[src/rtl/fpga_cfg_loader.sv]
// Bitstream loader: serializes valid/ready words into per-column config chains, then commits.
// Optional trailer-word XOR checksum enabled by defining CFG_LOADER_CHECKSUM_EN.
module fpga_cfg_loader #(
    parameter int NUM_COLS  = 2,
    parameter int CHAIN_LEN = 40,
    parameter int WORD_W    = 32
) (
    input  logic                cclk,
    input  logic                rst,
    input  logic                start,
    input  logic                abort,
    input  logic [WORD_W-1:0]   in_data,
    input  logic                in_valid,
    output logic                in_ready,
    output logic [NUM_COLS-1:0] shift_enable,
    output logic [NUM_COLS-1:0] shift_in_hard,
    output logic [NUM_COLS-1:0] set_hard,
    output logic                busy,
    output logic                done,
    output logic                err
);

    localparam int WPC   = (CHAIN_LEN + WORD_W - 1) / WORD_W;
    localparam int LAST  = CHAIN_LEN - (WPC - 1) * WORD_W;
    localparam int COL_W = $clog2(NUM_COLS) + 1;
    localparam int WRD_W = $clog2(WPC) + 1;
    localparam int BIT_W = $clog2(WORD_W) + 1;

    typedef enum logic [2:0] {
        IDLE, FETCH, SHIFT, CHECK, COMMIT, DONE
    } state_t;

    state_t              state_reg, state_next;
    logic [COL_W-1:0]    col_reg, col_next;
    logic [WRD_W-1:0]    word_reg, word_next;
    logic [BIT_W-1:0]    bit_reg, bit_next;
    logic [BIT_W-1:0]    last_bit;
    logic [WORD_W-1:0]   sr_reg, sr_next;
    logic [NUM_COLS-1:0] col_sel;
    logic                in_ready_next, busy_next, done_next;

`ifdef CFG_LOADER_CHECKSUM_EN
    logic [WORD_W-1:0]   csum_reg, csum_next;
    logic                err_reg, err_next;
`endif

    // The final word of a column only carries the remaining chain bits.
    assign last_bit = (word_reg == WRD_W'(WPC - 1)) ? BIT_W'(LAST - 1) : BIT_W'(WORD_W - 1);

    always_comb begin
        state_next = state_reg;
        col_next   = col_reg;
        word_next  = word_reg;
        bit_next   = bit_reg;
        sr_next    = sr_reg;
`ifdef CFG_LOADER_CHECKSUM_EN
        csum_next  = csum_reg;
        err_next   = err_reg;
`endif
        case (state_reg)
            IDLE: begin
                if (start) begin
                    state_next = FETCH;
                    col_next   = '0;
                    word_next  = '0;
                    bit_next   = '0;
`ifdef CFG_LOADER_CHECKSUM_EN
                    csum_next  = '0;
                    err_next   = 1'b0;
`endif
                end
            end
            FETCH: begin
                if (in_valid && in_ready) begin
                    sr_next    = in_data;
                    bit_next   = '0;
                    state_next = SHIFT;
`ifdef CFG_LOADER_CHECKSUM_EN
                    csum_next  = csum_reg ^ in_data;
`endif
                end
            end
            SHIFT: begin
                sr_next  = sr_reg >> 1;
                bit_next = bit_reg + 1'b1;
                if (bit_reg == last_bit) begin
                    bit_next   = '0;
                    state_next = FETCH;
                    if (word_reg == WRD_W'(WPC - 1)) begin
                        word_next = '0;
                        if (col_reg == COL_W'(NUM_COLS - 1)) begin
`ifdef CFG_LOADER_CHECKSUM_EN
                            state_next = CHECK;
`else
                            state_next = COMMIT;
`endif
                        end else begin
                            col_next = col_reg + 1'b1;
                        end
                    end else begin
                        word_next = word_reg + 1'b1;
                    end
                end
            end
            CHECK: begin
`ifdef CFG_LOADER_CHECKSUM_EN
                if (in_valid && in_ready) begin
                    if (in_data == csum_reg) begin
                        state_next = COMMIT;
                    end else begin
                        err_next   = 1'b1;
                        state_next = DONE;
                    end
                end
`else
                state_next = IDLE;
`endif
            end
            COMMIT:  state_next = DONE;
            DONE:    state_next = IDLE;
            default: state_next = IDLE;
        endcase
        if (abort) begin
            state_next = IDLE;
        end
    end

    // Outputs are registered as a function of the next state so they line up with it.
    generate
        for (genvar gi = 0; gi < NUM_COLS; gi++) begin : g_col
            assign col_sel[gi] = (state_next == SHIFT) && (col_next == COL_W'(gi));
        end
    endgenerate

    assign in_ready_next = (state_next == FETCH) || (state_next == CHECK);
    assign busy_next     = (state_next != IDLE) && (state_next != DONE);
    assign done_next     = (state_next == DONE);

    always_ff @(posedge cclk or negedge rst) begin
        if (!rst) begin
            state_reg     <= IDLE;
            col_reg       <= '0;
            word_reg      <= '0;
            bit_reg       <= '0;
            sr_reg        <= '0;
            in_ready      <= 1'b0;
            shift_enable  <= '0;
            shift_in_hard <= '0;
            set_hard      <= '0;
            busy          <= 1'b0;
            done          <= 1'b0;
        end else begin
            state_reg     <= state_next;
            col_reg       <= col_next;
            word_reg      <= word_next;
            bit_reg       <= bit_next;
            sr_reg        <= sr_next;
            in_ready      <= in_ready_next;
            shift_enable  <= col_sel;
            shift_in_hard <= col_sel & {NUM_COLS{sr_next[0]}};
            set_hard      <= {NUM_COLS{state_next == COMMIT}};
            busy          <= busy_next;
            done          <= done_next;
        end
    end

`ifdef CFG_LOADER_CHECKSUM_EN
    always_ff @(posedge cclk or negedge rst) begin
        if (!rst) begin
            csum_reg <= '0;
            err_reg  <= 1'b0;
        end else begin
            csum_reg <= csum_next;
            err_reg  <= err_next;
        end
    end
    assign err = err_reg;
`else
    assign err = 1'b0;
`endif

endmodule
[config.mk]
export PLATFORM = sky130hd
export DESIGN_NAME = fpga_cfg_loader
export DESIGN_NICKNAME = d
export VERILOG_FILES = /design/src/rtl/fpga_cfg_loader.sv
export SDC_FILE = /design/constraint.sdc
export NUM_CORES = 1
export LEC_CHECK = 0
export BUFFER_PORTS_ARGS = -buffer_cell sky130_fd_sc_hd__clkbuf_2
export CORE_MARGIN = 2
export CORE_UTILIZATION = 61
export CTS_BUF_LIST = sky130_fd_sc_hd__clkbuf_2
export DETAILED_ROUTE_END_ITERATION = 8
export PLACE_DENSITY = 0.94
export SLEW_MARGIN = 15
export SYNTH_ARGS = -nofsm -noshare
export SYNTH_HDL_FRONTEND = slang
export SYNTH_SLANG_ARGS = --single-unit
[constraint.sdc]
create_clock -name cclk -period 2.7 [get_ports cclk]
set_input_delay 0.54 -clock cclk [delete_from_list [all_inputs] [get_ports cclk]]
set_output_delay 0.54 -clock cclk [all_outputs]
set_load 0.02 [all_outputs]
==> results.md <==
- Worst-case register-to-register setup slack: 0.70 ns
- Total Routed Length: a little under 5000 um
- Buffers added on ports: 45
- Top Ports: 47
- Post-synthesis instance area: 0.00240 mm2
- Leakage power total: 1.50 nW
- Initial drt markers: 218
- Worst-skew pair later-pin latency: 0.45 ns
- Asr flop ratio synth: 1.00
- Total number of vias: 1,889
- Number of distinct library cells after synthesis: 44
- Count of final setup violators: 0
- Area of the core: 0.00372 mm2
- Area growth syn-to-layout: 12.9%
- Sum of negative setup slack: 0 ns
- Category of cells accounting for the largest share of critical-path delay: simple AND/OR/NAND/NOR gates
- Global placer's final weighted congestion: 0.903
- Final number of max-transition violations: 0
- Avg Vias per Cell: 6.11
- Critical path data required time: ~3 ns
- Syn Area/Cell: roughly 11 um2
- Max-capacitance violation count: 0
- Number of instances resized during post-cts repair: 0
- Vertical die dimension: 66.8 um
- Final period util: 0.742
- CP Capture Type: flip-flop
- Pin count of the biggest net entering global routing: 33
- Largest register FFs: 32
- Synth Warn #: 0
- Sequential-to-total area share from yosys stat: 0.552
- Critical Path Source: state_reg[2]
- Antenna violations before repair: 0
- Site Rows: 22
- TritonCTS clock tree: built
- Min Tclk post-route: 2.00 ns
- Critical Path, Cell by Cell: or3b_1 -> a211oi_2 -> o21bai_1 -> nor4_1
- Number of failing hold endpoints at the final stage: 0
- Top post-synthesis cells by area: sky130_fd_sc_hd__dfrtp_1 (55%), sky130_fd_sc_hd__a222oi_1 (12%), sky130_fd_sc_hd__inv_1 (5.5%), sky130_fd_sc_hd__nand2_1 (1.9%), sky130_fd_sc_hd__buf_2 (1.7%)
- Power density of the placed cells: 689 mW/mm2
- Yosys reg bits: 53
- Highest clock rate: 0.499 GHz
- Final clock skew: approximately 0.021 ns
- Via count of the first global-routing pass: 1,812
- DRC violation count after routing: 0
- Cell depth of the worst setup path: 4
- Max VDD drop: around 0.40 mV
- Peak per-stage delay on the critical path: around 0.64 ns
- First-pass detailed-route iteration total: 9
- Most instantiated flip-flop cell in the synthesis netlist: sky130_fd_sc_hd__dfrtp_1
- Die footprint: 0.00446 mm2
- Number of flops mapped to enable cells by yosys: 0
- CTS max path bufs: 2
- Antenna diode count: 0
- Synth Net Count: 256
- Type of the worst min-delay path: input port to flip-flop
- Setup bufs post-CTS: 0
- Capture point of the worst path: shift_enable[1]
- Transition time of the tightest slew-check pin: approximately 0.91 ns
- Top cells by instance count after synthesis: sky130_fd_sc_hd__dfrtp_1 (53), sky130_fd_sc_hd__inv_1 (35), sky130_fd_sc_hd__a222oi_1 (30)
- Startpoint kind of the worst setup timing path: flip-flop
- Clk sink count: 53
- Global-route wire length before repair: 8000 um
- Slew Limit Headroom: 0.395
- Cell with the largest stage delay on the worst path: sky130_fd_sc_hd__dfrtp_1
- R2R depth: 4
- Library cell occupying the most area in the post-synthesis netlist: sky130_fd_sc_hd__dfrtp_1
- Worst-path fanout max: 14
- Clock Root Buffer: sky130_fd_sc_hd__clkbuf_2
- Run status: finished, final reports clean
- Clock transition at path regs: 0.27 ns
- Estimated wirelength of the detail-placed design: 3390 um
- Buf+Inv Stages, Crit Path: 0
- Number of clock buffers inserted by TritonCTS: 5
- Grt total ovfl: 0
- Crit Path Category: flip-flop to flip-flop
- Antenna Violating Nets Remaining: 0
- All-layer global routing usage: 0.241
- Effective utilization at floorplan: 0.647
- Unrepaired setup endpoints after global routing: no
- Reg2Reg Launch Point: state_reg[2]
- Portion of synthesized cell area occupied by the leading cell type: 0.552
- Utilization after layout: 0.730
- Fin nets: 298
- Most instantiated library cell after synthesis: sky130_fd_sc_hd__dfrtp_1
- Die width: 66.8 um
- Count of mapped cells out of synthesis: 218
- Arrival @ worst endpoint: 2.34 ns
- Worst r2r dst: shift_enable[1]
- Avg WL per Cell: 15.7 um
- Fraction of final layout cells with drive strength greater than 1: 0.257
- H-Tree Level Count: 2
timing repair:
item	4_1_cts	5_1_grt
hold buffers	1	0
setup endpoints to repair	0	0
endpoints found under the hold margin	3	0
power by group:
group          switching [W]  internal, W
combinational       0.000209     0.000199
sequential          0.000138      0.00100
clock               0.000249    0.0000703
total               0.000597      0.00127
metrics by stage:
step	area, um2	total power (W)	cells	worst slack [ns]	hold slack (ns)
after floorplan	2400	0.00142	218	1.07	0.244
after global placement	2660	0.00153	300	0.812	0.367
after detailed placement	2660	0.00156	300	0.767	0.371
after CTS	2710	0.00188	309	0.731	0.287
after global routing	2710	0.00200	309	0.478	0.258
final	2710	0.00187	309	0.696	0.292
worst reg2reg max path, cell delays in order, from the launching register on:
cell	delay [ns]
sky130_fd_sc_hd__dfrtp_1	0.64
sky130_fd_sc_hd__or3b_1	0.56
sky130_fd_sc_hd__a211oi_2	0.20
sky130_fd_sc_hd__o21bai_1	0.21
sky130_fd_sc_hd__nor4_1	0.29
worst min path at each step:
| stage | slack, ns | end | depth (start not counted) | start |
|---|---|---|---|---|
| after global placement | 0.37 | col_reg[0] | 1 | rst |
| after CTS | 0.29 | sr_reg[17] | 3 | in_data[17] |
| after floorplan | 0.24 | bit_reg[0] | 0 | rst |
| after detailed placement | 0.37 | col_reg[0] | 1 | rst |
| final | 0.29 | sr_reg[17] | 3 | in_data[17] |
| after global routing | 0.26 | sr_reg[31] | 2 | in_data[31] |
cells by family after synthesis:
logic type,share of synthesized area
DFF,0.552
adders and majority gates,0.00520
muxes,0.00468
AOI/OAI and AO/OA,0.226
and+or+nand+nor,0.123
buffers and inverters,0.0869
other,0.00156
layer usage:
layer | track usage | wire, um | vias to the layer above
li1 | - | - | 890
met3 | 0.0709 | 357 | 10
met5 | 0 | 0 | -
met1 | 0.309 | 2060 | 908
met2 | 0.393 | 2350 | 81
met4 | 0.0791 | 68 | 0
cell type report:
cell class | instances | area, um2
fillers | 280 | 1000
well taps | 48 | 60.1
inverters | 35 | 131
flip-flops and latches | 53 | 1330
clock buffers | 6 | 30.0
multi-input cells | 114 | 880
repair buffers | 51 | 273
clock inverters | 2 | 13.8
cell usage in the layout (no fill, tap or decap), types with 2 or more instances in the layout:
master	instances
sky130_fd_sc_hd__a211oi_2	2
sky130_fd_sc_hd__o21a_1	3
sky130_fd_sc_hd__o21ai_0	6
sky130_fd_sc_hd__nand2_1	12
sky130_fd_sc_hd__nand3_1	3
sky130_fd_sc_hd__a31oi_1	2
sky130_fd_sc_hd__nand2b_1	3
sky130_fd_sc_hd__nor4b_2	2
sky130_fd_sc_hd__buf_4	5
sky130_fd_sc_hd__dfrtp_1	53
sky130_fd_sc_hd__nor3_1	3
sky130_fd_sc_hd__clkbuf_2	51
sky130_fd_sc_hd__a21o_1	5
sky130_fd_sc_hd__nor4_1	2
sky130_fd_sc_hd__o21bai_1	2
sky130_fd_sc_hd__and2_1	2
sky130_fd_sc_hd__a222oi_1	30
sky130_fd_sc_hd__a21oi_1	4
sky130_fd_sc_hd__inv_1	35
sky130_fd_sc_hd__nor2_1	8
sky130_fd_sc_hd__o211ai_1	3
(Power assumes the default switching activity.)
